File: src/rtl/pulse_tx_pkg.sv
// Shared types and constants for the pulse transmit sequencer.
// The symbol word is {level, duration}; the level bit sits directly above the duration field.
package pulse_tx_pkg;

  typedef enum logic {
    S_IDLE = 1'b0,
    S_RUN  = 1'b1
  } state_t;

  localparam int DEF_SYM_DEPTH = 8;
  localparam int DEF_DUR_W     = 7;
  localparam int DUR_LSB       = 0;
  localparam int LOOP_W        = 8;
  localparam int PRE_W         = 4;

endpackage

File: src/rtl/pulse_tx_prescaler.sv
// Tick generator: one-cycle tick every prescale+1 cycles while enabled.
// The period is captured on clear, which also restarts the count.
module pulse_tx_prescaler
  import pulse_tx_pkg::*;
(
  input  logic             clk,
  input  logic             sys_rst_n,
  input  logic             clear,
  input  logic             enable,
  input  logic [PRE_W-1:0] prescale,
  output logic             tick
);

  logic [PRE_W-1:0] period;
  logic [PRE_W-1:0] cnt;

  always_ff @(posedge clk or negedge sys_rst_n) begin
    if (!sys_rst_n) begin
      period <= '0;
      cnt    <= '0;
    end else if (clear) begin
      period <= prescale;
      cnt    <= prescale;
    end else if (enable) begin
      if (cnt == '0) cnt <= period;
      else           cnt <= cnt - 1'b1;
    end
  end

  assign tick = enable && (cnt == '0);

endmodule

File: src/rtl/pulse_tx_sequencer.sv
// Pulse transmit sequencer: plays symbols 0..last_idx for loop_count+1 passes.
// Define PULSE_TX_CARRIER_EN to add carrier_div and modulate level-1 symbols with a carrier.
//
//   state  | meaning
//   S_IDLE | pulse_out follows idle_level, waiting for start
//   S_RUN  | playing the symbol table, busy high
module pulse_tx_sequencer
  import pulse_tx_pkg::*;
#(
  parameter int SYM_DEPTH = DEF_SYM_DEPTH,
  parameter int DUR_W     = DEF_DUR_W
) (
  input  logic                         clk,
  input  logic                         sys_rst_n,
  input  logic                         wr_en,
  input  logic [$clog2(SYM_DEPTH)-1:0] wr_addr,
  input  logic [DUR_W:0]               wr_data,
  input  logic                         start,
  input  logic                         stop,
  input  logic [$clog2(SYM_DEPTH)-1:0] last_idx,
  input  logic [LOOP_W-1:0]            loop_count,
  input  logic [PRE_W-1:0]             prescale,
  input  logic                         idle_level,
`ifdef PULSE_TX_CARRIER_EN
  input  logic [7:0]                   carrier_div,
`endif
  output logic                         pulse_out,
  output logic                         busy,
  output logic                         done_pulse
);

  localparam int AW      = $clog2(SYM_DEPTH);
  localparam int LVL_BIT = DUR_LSB + DUR_W;

  state_t            state, state_nxt;
  logic [AW-1:0]     idx, idx_nxt;
  logic [AW-1:0]     last_q, last_nxt;
  logic [DUR_W-1:0]  dur_cnt, dur_nxt;
  logic [LOOP_W-1:0] passes, passes_nxt;
  logic              level, level_nxt;
  logic              out_nxt, done_nxt, run_out;
  logic              load, tick, accept;
  logic [DUR_W:0]    sym;
  logic [DUR_W:0]    sym_mem [SYM_DEPTH];

`ifdef PULSE_TX_CARRIER_EN
  logic [7:0] car_cnt, car_cnt_nxt;
  logic       car_ph, car_ph_nxt;
`endif

  // Symbol table is deliberately outside reset so contents survive an abort.
  always_ff @(posedge clk) begin
    if (wr_en) sym_mem[wr_addr] <= wr_data;
  end

  assign accept = (state == S_IDLE) && start && !stop;

  pulse_tx_prescaler u_prescaler (
    .clk       (clk),
    .sys_rst_n (sys_rst_n),
    .clear     (accept),
    .enable    (state == S_RUN),
    .prescale  (prescale),
    .tick      (tick)
  );

  always_comb begin
    state_nxt  = state;
    idx_nxt    = idx;
    last_nxt   = last_q;
    dur_nxt    = dur_cnt;
    passes_nxt = passes;
    level_nxt  = level;
    done_nxt   = 1'b0;
    load       = 1'b0;
    case (state)
      S_IDLE: begin
        if (accept) begin
          state_nxt  = S_RUN;
          last_nxt   = last_idx;
          passes_nxt = loop_count;
          idx_nxt    = '0;
          load       = 1'b1;
        end
      end
      S_RUN: begin
        if (stop) begin
          state_nxt = S_IDLE;
        end else if (tick) begin
          if (dur_cnt != '0) begin
            dur_nxt = dur_cnt - 1'b1;
          end else if (idx != last_q) begin
            idx_nxt = idx + 1'b1;
            load    = 1'b1;
          end else if (passes != '0) begin
            passes_nxt = passes - 1'b1;
            idx_nxt    = '0;
            load       = 1'b1;
          end else begin
            state_nxt = S_IDLE;
            done_nxt  = 1'b1;
          end
        end
      end
      default: state_nxt = S_IDLE;
    endcase

    // Slot is read at load time, so table writes land on the next visit.
    sym = sym_mem[idx_nxt];
    if (load) begin
      level_nxt = sym[LVL_BIT];
      dur_nxt   = sym[DUR_LSB +: DUR_W];
    end

`ifdef PULSE_TX_CARRIER_EN
    car_cnt_nxt = car_cnt;
    car_ph_nxt  = car_ph;
    if (load) begin
      car_cnt_nxt = carrier_div;
      car_ph_nxt  = 1'b1;
    end else if (state == S_RUN) begin
      if (car_cnt == '0) begin
        car_cnt_nxt = carrier_div;
        car_ph_nxt  = !car_ph;
      end else begin
        car_cnt_nxt = car_cnt - 1'b1;
      end
    end
    run_out = level_nxt & car_ph_nxt;
`else
    run_out = level_nxt;
`endif

    out_nxt = (state_nxt == S_RUN) ? run_out : idle_level;
  end

  always_ff @(posedge clk or negedge sys_rst_n) begin
    if (!sys_rst_n) begin
      state      <= S_IDLE;
      idx        <= '0;
      last_q     <= '0;
      dur_cnt    <= '0;
      passes     <= '0;
      level      <= 1'b0;
      pulse_out  <= 1'b0;
      done_pulse <= 1'b0;
    end else begin
      state      <= state_nxt;
      idx        <= idx_nxt;
      last_q     <= last_nxt;
      dur_cnt    <= dur_nxt;
      passes     <= passes_nxt;
      level      <= level_nxt;
      pulse_out  <= out_nxt;
      done_pulse <= done_nxt;
    end
  end

`ifdef PULSE_TX_CARRIER_EN
  always_ff @(posedge clk or negedge sys_rst_n) begin
    if (!sys_rst_n) begin
      car_cnt <= '0;
      car_ph  <= 1'b0;
    end else begin
      car_cnt <= car_cnt_nxt;
      car_ph  <= car_ph_nxt;
    end
  end
`endif

  assign busy = (state == S_RUN);

endmodule

File: config.mk
export PLATFORM = sky130hd
export DESIGN_NAME = pulse_tx_sequencer
export DESIGN_NICKNAME = d
export VERILOG_FILES = /design/src/rtl/pulse_tx_pkg.sv /design/src/rtl/pulse_tx_prescaler.sv /design/src/rtl/pulse_tx_sequencer.sv
export SDC_FILE = /design/constraint.sdc
export NUM_CORES = 1
export LEC_CHECK = 0
export CAP_MARGIN = 20
export CORE_ASPECT_RATIO = 1.25
export CORE_MARGIN = 10
export CORE_UTILIZATION = 32
export CTS_BUF_LIST = sky130_fd_sc_hd__clkbuf_4 sky130_fd_sc_hd__clkbuf_8
export DETAILED_ROUTE_END_ITERATION = 8
export HOLD_SLACK_MARGIN = 0.05
export PLACE_DENSITY = 0.51
export SYNTH_ARGS = -nofsm -noshare
export SYNTH_HDL_FRONTEND = slang
export SYNTH_HIERARCHICAL = 1
export SYNTH_SLANG_ARGS = --single-unit
File: constraint.sdc
create_clock -name clk -period 3.3 [get_ports clk]
set_input_delay 0.66 -clock clk [delete_from_list [all_inputs] [get_ports clk]]
set_output_delay 0.66 -clock clk [all_outputs]
set_load 0.05 [all_outputs]
# Yosys cells after proc, flatten, opt, wreduce, memory -nomap -nowiden
# Memories as Yosys holds them, arrays and structs flattened.
# Index checks and enable logic that the tools add are counted.
[word_totals]
register_bits = 33
ramBits = 64
out_inout_bits = 3
wordCells = 81
memories = 1
[op_classes]
add_sub_neg = 4
eq_ne = 8
muxes = 43
n_bitwise = 1
n_reduce_logical = 14
[memory_table]
columns = ["name", "depth", "word_bits", "rd", "rd_clocked_by_memory_dff", "wr", "line_no", "text"]
rows = [
  ["sym_mem", 8, 8, 1, 0, 1, "pulse_tx_sequencer.sv:44", "logic [DUR_W:0] sym_mem [SYM_DEPTH];"],
]
[ops]
columns = ["operator", "count"]
rows = [
  ["$mux 8", 6],
  ["$mux 7", 5],
  ["$mux 1", 19],
  ["$mux 3", 6],
  ["$pmux 8 s2", 1],
  ["$mux 4", 3],
  ["$ne 2x2->1 const B", 4],
  ["$reduce_bool 2->1", 4],
  ["$reduce_bool 8->1", 1],
  ["$sub 8x1->8 const B", 1],
  ["$reduce_bool 7->1", 1],
  ["$sub 7x1->7 const B", 1],
  ["$ne 2x1->1 const B", 3],
  ["$pmux 3 s2", 1],
  ["$reduce_and 6->1", 1],
  ["$logic_not 4->1", 1],
  ["$pmux 1 s2", 2],
  ["$reduce_and 4->1", 1],
  ["$sub 4x1->4 const B", 1],
  ["$add 3x1->3 const B", 1],
  ["$logic_and 1x1->1", 3],
  ["$ne 3x3->1", 1],
  ["$reduce_and 2->1", 1],
  ["$logic_not 1->1", 1],
  ["$not 1->1", 1],
]

# Logic depth before layout (Yosys ltp)
# Gate-level depths: netlist of the first run.
# An unclocked memory read counts as a cell.
[depth]
ltp_word = 10
depth_mapped = 14
mapped_depth_nobuf = 12

# Modules after synthesis
# Netlist of the first run, hierarchy kept.
[by_module_without_submodules]
columns = ["mod", "instances", "cells_each", "area_per_inst_um2", "seq_area_each_um2"]
rows = [
  ["pulse_tx_sequencer", 1, 321, 4053.9, 2547.4],
  ["pulse_tx_prescaler", 1, 44, 429.2, 200.2],
]

# Worst setup path after synthesis of the first run
# No wires, ideal clock.
[synth_timing]
kind = "reg-to-reg"
from = "reg u_prescaler.cnt[0]"
to = "reg dur_cnt[0]"
setup_ps = 124
t_arrival_ps = 2870
required_ps = 3176
path_slack_ps = 306
path_stages_with_launch = 14
n_path_buf = 2
period_less_slack_ps = 2994
cell_sequence = "dfrtp_1 inv_1 ha_1 nor3b_2 and2_1 and4bb_2 and3_1 clkbuf_1 nand2_1 a32o_1 buf_6 mux4_2 and3_1 a211o_1"
[synth_via]
elab_chain_cells = 7
[synth_rtl]
columns = ["item", "line_no", "text"]
rows = [
  ["start, declared", "pulse_tx_prescaler.sv:15", "logic [PRE_W-1:0] cnt;"],
  ["start signal, assigned", "pulse_tx_prescaler.sv:23", "cnt <= prescale;"],
  ["start signal, assigned", "pulse_tx_prescaler.sv:25", "if (cnt == '0) cnt <= period;"],
  ["start signal, assigned", "pulse_tx_prescaler.sv:26", "else cnt <= cnt - 1'b1;"],
  ["$logic_not 4->1 *", "pulse_tx_prescaler.sv:30", "assign tick = enable && (cnt == '0);"],
  ["$logic_and 1x1->1 *", "pulse_tx_prescaler.sv:30", ""],
  ["named net tick", "pulse_tx_sequencer.sv:42", "logic load, tick, accept;"],
  ["$mux 3 / $mux 1 (equally long branches)", "pulse_tx_sequencer.sv:89", "end else if (tick) begin"],
  ["$mux 3 / $mux 1 (equally long branches)", "pulse_tx_sequencer.sv:87", "if (stop) begin"],
  ["$pmux 3 s2 / $pmux 1 s2 (equally long branches)", "pulse_tx_sequencer.sv:76", "case (state)"],
  ["$mem_v2 8x8 (tied with other cells)", "n/a", ""],
  ["$mux 7 / $reduce_and 4->1 (equally long branches)", "n/a", ""],
  ["end signal, assigned", "pulse_tx_sequencer.sv:151", "dur_cnt <= dur_nxt;"],
  ["end, declared", "pulse_tx_sequencer.sv:38", "logic [DUR_W-1:0] dur_cnt, dur_nxt;"],
]
# Mark *: on every way through the listed nets, which the timed path passes. The rest lies on a longest branch.
# A chain may end at the register's enable or synchronous reset.

# Final worst setup path of the first run
[layout_timing]
from = "reg u_prescaler.cnt[0]"
to = "reg dur_cnt[4]"
[layout_via]
elab_chain_cells = 7
[layout_rtl]
columns = ["item", "line_no", "text"]
rows = [
  ["$logic_not 4->1", "pulse_tx_prescaler.sv:30", ""],
  ["$logic_and 1x1->1", "pulse_tx_prescaler.sv:30", ""],
  ["named net tick", "pulse_tx_sequencer.sv:42", ""],
  ["$mux 3", "pulse_tx_sequencer.sv:89", ""],
  ["$mux 3", "pulse_tx_sequencer.sv:87", ""],
  ["$pmux 3 s2", "pulse_tx_sequencer.sv:76", ""],
  ["named net idx_nxt[0]", "pulse_tx_sequencer.sv:36", "logic [AW-1:0] idx, idx_nxt;"],
  ["$mem_v2 8x8", "n/a", ""],
  ["$mux 7", "pulse_tx_sequencer.sv:110", "if (load) begin"],
]
# The timed path passes the listed nets, and every way through them passes these cells.

==> reports/qor.yml, run 1 <==
drt:
  num_vias: 3041
  avgViaCountPerCell: 5.07
  wl_mm: 10.2
  antenna_left: 0
  wire_per_inst_um: 17.0
  firstDrtPassIters: 4
  first_iter_violations: 227
  drc: 0
sta:
  fmax_ghz: 0.318
  fin_ws_ns: 0.155
  rsz0062_at_grt: "yes"
  clock_skew_ns: 0.00711
  tns_ns: 0
  tightest_slew_ns: 0.880
  min_period_ns: 3.15
  hold_viol_final: 0
  min_period_over_period_pct: 95.3
  maxSlewHeadroom_pct: 41.4
  setup-violations-final: 0
  report.final.slew_viol_count: 0
hold_path:
  whs_path_depth: 1
  hold_class: "reg2reg"
clock_tree:
  numCtsBuffers: 9
  ctsHoldBuffers: 0
  htree_levels: 3
  numClockSinks: 97
  cts_root_buf: "clkbuf_8"
  cts_buffer_depth: 2
  cts_tree: "built"
  path_clk_slew_ns: 0.10
  clk_latency_ns: 0.36
place:
  gp_congestion: 0.873
  pre_cts_slack_ns: -0.0888
  io_buffers: 34
  dp_hpwl_mm: 7.44
  dp_cells: 584
worst_setup_path:
  worst-endpoint-required_ns: 3.55
  cp-start-kind: "register"
  endpoint_kind: "register"
  crit_fanout: 9
  crit_arrival_ns: 3.40
  crit_type: "reg2reg"
  r2r.worst_path.cells: 12
final_layout:
  synthToLayoutAreaGrowth_pct: 20.0
  final_common_cell: "edfxtp_1"
  layout_common_cells: "edfxtp_1, clkdlybuf4s50_1, dfrtp_1"
  drive_above_1_share_pct: 14.8
  diodes: 0
  finish.utilization_pct: 39.1
  instances_no_fill: 600
  nets: 459
floorplan:
  placementRows: 48
  die_area_um2: 19200
  die_w_um: 126
  core_area_um2: 13800
  die_h_um: 152
  pin_count: 35
  start_util_pct: 32.6
synthesis:
  async_reset_ff_share_pct: 34.0
  synth_edf_count: 64
  syn_avg_cell_area_um2: 12.3
  synth_seq_area_share_pct: 61.3
  mappedNetlistNets: 403
  syn-instance-count: 365
  synth_ff_type: "edfxtp_1"
  synth_seq_cells: 97
  synth_area_um2: 4480
  synthDistinctLibCells: 60
  ys_warn_count: 6
global_route:
  antenna_found_initial: 0
  grt_start_max_net_pins: 34
  grt_pass1_vias: 3287
  grt.total_usage_pct: 11.0
  grt_pass1_wl_mm: 17.2
  gr-total-overflow: 0
pwr:
  power_frac_seq_pct: 50.5
  internal-power_mw: 2.14
  power.leakage_nw: 1.98
  power_frac_clock_pct: 25.7
  switching_share_pct: 30.0
  comb_power_share_pct: 23.8
  p_sw_uw: 914
  p_per_area_nw_per_um2: 567
  peakVddDrop_v: 0.000196
run:
  cap_violations: 0
status:
  status: "finished, final reports clean"
-- flip-flops by register name (all words and copies together) (netlist names) --
name	count
passes	8
dur_cnt	7
pulse_out	1
u_prescaler/cnt	4
sym_mem	64
last_q	3
level	1
done_pulse	1
u_prescaler/period	4
busy	1
idx	3
-- cell families (layout without fill, tap and decap cells) --
| kind of cell | Yosys count | count (layout) | share of synthesized area, % |
|---|---|---|---|
| muxes | 34 | 34 | 8.37 |
| xor gates and xnor gates | 3 | 3 | 0.586 |
| and+or+nand+nor | 109 | 109 | 12.7 |
| DFF | 97 | 97 | 61.3 |
| AOI/OAI and AO/OA | 83 | 83 | 12.4 |
| buffers and inverters | 33 | 93 | 3.04 |
| adders and majority gates | 6 | 6 | 1.67 |
-- repair_timing --
| item | in CTS | in global routing |
|---|---|---|
| setup endpoints to repair | 4 | 9 |
| setup buffers | 0 | 1 |
| gates resized for setup | 4 | 3 |
-- worst max-delay path: stages, from the launching register on --
cell and delay, ns:
dfrtp_1 0.42, inv_1 0.07, ha_2 0.22, nor3b_4 0.25
and2_4 0.20, and4bb_2 0.30, and3_2 0.27, nand2_1 0.08
a32o_1 0.24, buf_4 0.18, inv_4 0.13, mux2_2 0.39
o311ai_0 0.28
-- routing by layer --
layer | vias to the layer above | track usage (%) | wire (µm)
met2 | 70 | 19.2 | 5230
met1 | 1473 | 12.9 | 4480
met3 | 12 | 2.40 | 365
met4 | 0 | 3.75 | 136
met5 | - | 0 | 0
li1 | 1486 | - | -
-- through the flow --
| step | hold slack, ns | power [mW] | area, µm² |
|---|---|---|---|
| finish | 0.521 | 3.05 | 5380 |
| global route | 0.554 | 3.24 | 5380 |
| CTS | 0.525 | 3.08 | 5360 |
| detailed placement | 0.496 | 2.28 | 5150 |
| global placement | 0.492 | 2.26 | 5150 |
| floorplan | 0.364 | 2.03 | 4480 |
-- cell usage after synthesis, drive strengths merged (7+ instances only) --
library cell	number	area, µm²
or3	9	56.3
inv	23	86.3
mux2i	24	240
dfrtp	33	826
edfxtp	64	1920
nand3	18	90.1
mux2	8	90.1
nor2	22	82.6
o21ai	20	100
clkbuf	7	26.3
a21oi	17	85.1
nand2	29	109
-- area by class of cell --
| cell class | instances | area (µm²) |
|---|---|---|
| Fill cell | 1320 | 8380 |
| Sequential cell | 97 | 2750 |
| Multi-Input combinational cell | 235 | 1610 |
| Timing Repair Buffer | 55 | 510 |
| Tap cell | 175 | 219 |
| Clock buffer | 10 | 131 |
| Inverter | 23 | 92.6 |
| Clock inverter | 5 | 62.6 |
-- power groups by stage --
| stage | Combinational [mW] | Clock, mW | Sequential [mW] |
|---|---|---|---|
| floorplan | 0.484 | 0 | 1.54 |
| global placement | 0.695 | 0 | 1.56 |
| detailed placement | 0.714 | 0 | 1.56 |
| CTS | 0.728 | 0.812 | 1.54 |
| global route | 0.815 | 0.863 | 1.56 |
| finish | 0.728 | 0.784 | 1.54 |
-- final timing paths --
path	startpoint	endpoint	slack (ns)
worst max-delay path	u_prescaler/cnt[0]	dur_cnt[4]	0.15
worst min-delay path	u_prescaler/period[2]	u_prescaler/period[2]	0.52
worst max register to register	u_prescaler/cnt[0]	dur_cnt[4]	0.15
worst min register to register	u_prescaler/period[2]	u_prescaler/period[2]	0.52
max in group asynchronous	sys_rst_n	passes[1]	2.28
min in group asynchronous	sys_rst_n	u_prescaler/period[0]	0.70
Power figures use the tool's default switching activity.
==> run 2: changes to the inputs <==
- HOLD_SLACK_MARGIN: 0.05 -> 0.03
- SKIP_CTS_REPAIR_TIMING: not set -> 1
- clock period: 3.3 -> 3.9 ns (I/O delays scaled with it)
==> run 2 against run 1 <==
  * Wire length is 0.31% lower
  * Die area unchanged
  * Cell area decreased by 1.3%
  * Sequential share of layout area grew 0.69 points
  * Worst hold slack lost 0.0098 ns
  * Clock power down 3.7%
  * Largest cell class unchanged
  * First-iteration DRC count grew 15%
  * Flip-flop and latch count unchanged
  * Total power down 14%
  * Largest power group unchanged
  * Highest routed layer unchanged
==> reports/qor.yml, run 2 (synthesis gave the netlist of run 1 again) <==
drt:
  wire_per_inst_um: 17.2
  drc: 0
  num_vias: 3002
  avgViaCountPerCell: 5.08
  wl_mm: 10.2
  firstDrtPassIters: 4
  antenna_left: 0
  first_iter_violations: 260
final_layout:
  nFillCells: 1335
  reg_top3: "sym_mem (64), passes (8), dur_cnt (7)"
  largest-register: "sym_mem"
  layout_common_cells: "edfxtp_1, clkdlybuf4s50_1, dfrtp_1"
  finish.utilization_pct: 38.6
  diodes: 0
  nets: 449
  final_common_cell: "edfxtp_1"
  synthToLayoutAreaGrowth_pct: 18.4
  largest_register_ffs: 64
  drive_above_1_share_pct: 11.8
clock_tree:
  path_clk_slew_ns: 0.10
  numCtsBuffers: 9
  clk_latency_ns: 0.37
  cts_tree: "built"
  cts_buffer_depth: 2
  cts_root_buf: "clkbuf_8"
  numClockSinks: 97
  htree_levels: 3
global_route:
  antenna_found_initial: 0
  grt_pass1_wl_mm: 16.6
  grt_start_max_net_pins: 34
  grt_pass1_vias: 3117
  gr-total-overflow: 0
  grt.total_usage_pct: 10.8
run:
  cap_violations: 0
sta:
  tns_ns: 0
  min_period_over_period_pct: 88.5
  report.final.slew_viol_count: 0
  setup-violations-final: 0
  clock_skew_ns: 0.00688
  min_period_ns: 3.45
  tightest_slew_ns: 0.871
  hold_viol_final: 0
  fmax_ghz: 0.290
  maxSlewHeadroom_pct: 41.7
  rsz0062_at_grt: "no"
place:
  gp_congestion: 0.828
  io_buffers: 34
  dp_hpwl_mm: 7.38
worst_setup_path:
  worst-endpoint-required_ns: 4.14
  crit_arrival_ns: 3.69
  rr_endpoint: "dur_cnt[2]"
  crit_type: "reg2reg"
  worstReg2RegStart: "u_prescaler/cnt[0]"
  cp-start-kind: "register"
  endpoint_kind: "register"
  crit_fanout: 18
  ff2ff_setup_slack_ns: 0.45
  r2r.worst_path.cells: 12
floorplan:
  start_util_pct: 32.6
  die_w_um: 126
  pin_count: 35
  placementRows: 48
  die_h_um: 152
  core_area_um2: 13800
  die_area_um2: 19200
hold_path:
  hp-start: "last_q[2]"
  holdPathEnd: "last_q[2]"
  whs_path_depth: 2
  hold_class: "reg2reg"
pwr:
  p_per_area_nw_per_um2: 494
  peakVddDrop_v: 0.000182
  power.leakage_nw: 1.96
status:
  status: "finished, final reports clean"
## run 2: changes by cell type in the layout (fill, tap and decap cells not counted), sizes merged
| cell | previous run | this run |
|---|---|---|
| buf | 21 | 11 |
| bufinv | 1 | 2 |
| clkinv | 0 | 2 |
| clkinvlp | 3 | 0 |
| inv | 24 | 25 |
## run 2: how the worst max path moves through the flow
stage / startpoint / endpoint / slack [ns] / cells after the start
after floorplan: u_prescaler/cnt[0] / dur_cnt[0] / 0.91 / 13
after global placement: start / dur_cnt[2] / 0.38 / 11
after detailed placement: start / dur_cnt[2] / 0.29 / 11
after CTS: u_prescaler/cnt[0] / dur_cnt[2] / 0.48 / 12
after global routing: u_prescaler/cnt[0] / dur_cnt[2] / 0.22 / 12
final: u_prescaler/cnt[0] / dur_cnt[2] / 0.45 / 12
## run 2: layout make-up
type                       count  area, µm²  share of cell area [%]
sequential                    97       2750                    51.8
inverter                      23       86.3                    1.63
clock buffer                  10        131                    2.48
clock inverter                 6        100                    1.89
tap                          175        219                    4.13
multi-input combinational    235       1600                    30.1
timing repair buffer          45        423                    7.97
## run 2: worst max-delay path, cell delays in order (launching register included)
cell and delay (ns):
dfrtp_1 0.43, inv_1 0.07, ha_1 0.22, nor3b_2 0.31
and2_1 0.25, and4bb_2 0.31, nand4_1 0.12, a21oi_1 0.36
nor2_1 0.18, inv_2 0.38, mux2_2 0.40, o211ai_1 0.16
a31oi_1 0.10
## run 2: per-stage QoR
step                      setup slack [ns]  cell area [µm²]  hold WS (ns)  total power, mW  cells
after detailed placement             0.287             5070         0.486             1.89    575
after global routing                 0.217             5310         0.556             2.77    591
final                                0.449             5310         0.511             2.62    591
after floorplan                      0.906             4480         0.467             1.71    365
after global placement               0.381             5070         0.493             1.88    575
after CTS                            0.477             5310         0.514             2.65    591
## run 2: power by group
part	switching, mW	internal [mW]
Clock	0.375	0.380
Sequential	0.0952	1.21
Combinational	0.307	0.259
Total	0.777	1.84
## run 2: metal layers
| layer | vias up | part of all wire (%) | routed length (µm) | track usage (%) |
|---|---|---|---|---|
| met5 | - | 0 | 0 | 0 |
| met4 | 0 | 1.1 | 117 | 3.75 |
| met3 | 9 | 3.7 | 374 | 3.13 |
| met1 | 1476 | 44 | 4480 | 12.6 |
| li1 | 1462 | - | - | - |
| met2 | 55 | 51 | 5210 | 18.5 |
==> run 3: changes to the inputs <==
--- a/config.mk
+++ b/config.mk
@@ -14,4 +14,5 @@
 export HOLD_SLACK_MARGIN = 0.03
 export PLACE_DENSITY = 0.51
+export SETUP_SLACK_MARGIN = 0.15
 export SKIP_CTS_REPAIR_TIMING = 1
 export SYNTH_ARGS = -nofsm -noshare
==> constraint.sdc (replaced) <==
create_clock -name clk -period 3.9 [get_ports clk]
set_input_delay 0.39 -clock clk [delete_from_list [all_inputs] [get_ports clk]]
set_output_delay 0.39 -clock clk [all_outputs]
set_load 0.05 [all_outputs]
==> run 3 against run 2 <==
  * Sequential share of layout area grew 0.78 points
  * Sequential power is essentially flat
  * Core utilization shrank 0.57 points
  * Fmax grew 3.0%
  * Setup slack gained 0.099 ns
  * Flip-flop and latch count is the same
  * Wire length shrank 1.7%
  * Combinational power grew 0.9%
  * Clock-buffer cell count shrank 1
  * Via count shrank 1.6%
  * Die area is the same
  * Global-route usage shrank 0.42 points
==> reports/qor.yml, run 3 (synthesis gave the netlist of run 1 again) <==
status:
  status: "finished, final reports clean"
clock_tree:
  numClockSinks: 97
  cts_root_buf: "clkbuf_8"
  numCtsBuffers: 9
  cts_buffer_depth: 2
  clk_latency_ns: 0.36
  path_clk_slew_ns: 0.11
  cts_tree: "built"
  htree_levels: 3
sta:
  min_period_over_period_pct: 85.9
  hold_viol_final: 0
  tns_ns: 0
  fin_ws_ns: 0.549
  timing.hold.ws_ns: 0.420
  maxSlewHeadroom_pct: 38.2
  rsz0062_at_grt: "no"
  tightest_slew_ns: 0.924
  report.final.slew_viol_count: 0
  clock_skew_ns: 0.0129
  min_period_ns: 3.35
  fmax_ghz: 0.298
  setup-violations-final: 0
floorplan:
  die_area_um2: 19200
  die_h_um: 152
  die_w_um: 126
  core_area_um2: 13800
  pin_count: 35
  start_util_pct: 32.6
  placementRows: 48
final_layout:
  final_common_cell: "edfxtp_1"
  reg_top3: "sym_mem (64), passes (8), dur_cnt (7)"
  layout_common_cells: "edfxtp_1, clkdlybuf4s50_1, dfrtp_1"
  largest-register: "sym_mem"
  drive_above_1_share_pct: 10.9
  nets: 444
  synthToLayoutAreaGrowth_pct: 16.6
  finish.utilization_pct: 38.0
  largest_register_ffs: 64
  diodes: 0
  nFillCells: 1308
pwr:
  power.leakage_nw: 1.91
  switching_share_pct: 31.5
  internal-power_mw: 1.71
  p_sw_uw: 784
  power_frac_seq_pct: 52.3
  p_per_area_nw_per_um2: 477
  peakVddDrop_v: 0.000224
  comb_power_share_pct: 22.9
  power_frac_clock_pct: 24.8
drt:
  num_vias: 2955
  wire_per_inst_um: 17.1
  firstDrtPassIters: 4
  avgViaCountPerCell: 5.04
  first_iter_violations: 207
  antenna_left: 0
  drc: 0
  wl_mm: 10.0
worst_setup_path:
  crit_fanout: 18
  crit_type: "reg2reg"
  cp-start-kind: "register"
  worst-endpoint-required_ns: 4.13
  crit_arrival_ns: 3.58
  endpoint_kind: "register"
global_route:
  grt_start_max_net_pins: 34
  antenna_found_initial: 0
  grt_pass1_wl_mm: 16.1
  grt_pass1_vias: 3059
  gr-total-overflow: 0
  grt.total_usage_pct: 10.4
run:
  cap_violations: 0
hold_path:
  hold_class: "in2async"
place:
  io_buffers: 34
  gp_congestion: 0.841
  dp_hpwl_mm: 7.33
  pre_cts_slack_ns: 0.413
## run 3: final cells by class
| class | instances | area, µm² | share of cell area, % |
|---|---|---|---|
| Timing Repair Buffer | 40 | 385 | 7.37 |
| Multi-Input combinational cell | 235 | 1600 | 30.7 |
| Clock buffer | 9 | 124 | 2.37 |
| Tap cell | 175 | 219 | 4.19 |
| Inverter | 23 | 86.3 | 1.65 |
| Sequential cell | 97 | 2750 | 52.6 |
| Clock inverter | 7 | 61.3 | 1.17 |
## run 3: worst max-delay path, stage by stage (launching register included)
cell      delay, ns
dfrtp_1        0.43
inv_1          0.08
ha_1           0.21
nor3b_2        0.27
and2_1         0.22
and4bb_2       0.30
nand4_1        0.14
a21oi_1        0.36
nor2_1         0.18
inv_2          0.38
mux2_2         0.38
o211ai_1       0.16
a31oi_1        0.10
## run 3: path summary, 6_finish.rpt
kind                                             from                     to  slack [ns]  cells after the start
worst max-delay path               u_prescaler/cnt[0]             dur_cnt[2]        0.55                     12
worst min-delay path                        sys_rst_n     u_prescaler/cnt[3]        0.42                      2
worst max register to register     u_prescaler/cnt[0]             dur_cnt[2]        0.55                     12
worst min register to register  u_prescaler/period[2]  u_prescaler/period[2]        0.52                      1
max in group asynchronous                   sys_rst_n             dur_cnt[5]        3.17                      2
min in group clk                u_prescaler/period[2]  u_prescaler/period[2]        0.52                      1
## run 3: metal layers
layer | routed length (µm) | track usage, % | vias to the layer above | part of all wire, %
met3 | 311 | 2.44 | 12 | 3.1
met2 | 5110 | 17.7 | 64 | 51
li1 | - | - | 1457 | -
met4 | 195 | 4.35 | 0 | 1.9
met1 | 4390 | 12.2 | 1422 | 44
met5 | 0 | 0 | - | 0
## run 3: power by group through the flow
stage          clock, mW  sequential (mW)  combinational, mW
5_1_grt            0.688             1.32              0.634
2_1_floorplan          0             1.30              0.409
4_1_cts            0.639             1.30              0.575
3_5_place_dp           0             1.32              0.569
3_3_place_gp           0             1.33              0.560
6_report           0.619             1.30              0.571
## run 3: per-stage QoR
step                area (µm²)  std cells  power (mW)
floorplan                 4480        365        1.71
global placement          5040        570        1.89
detailed placement        5040        570        1.89
CTS                       5230        586        2.52
global route              5230        586        2.64
finish                    5230        586        2.49
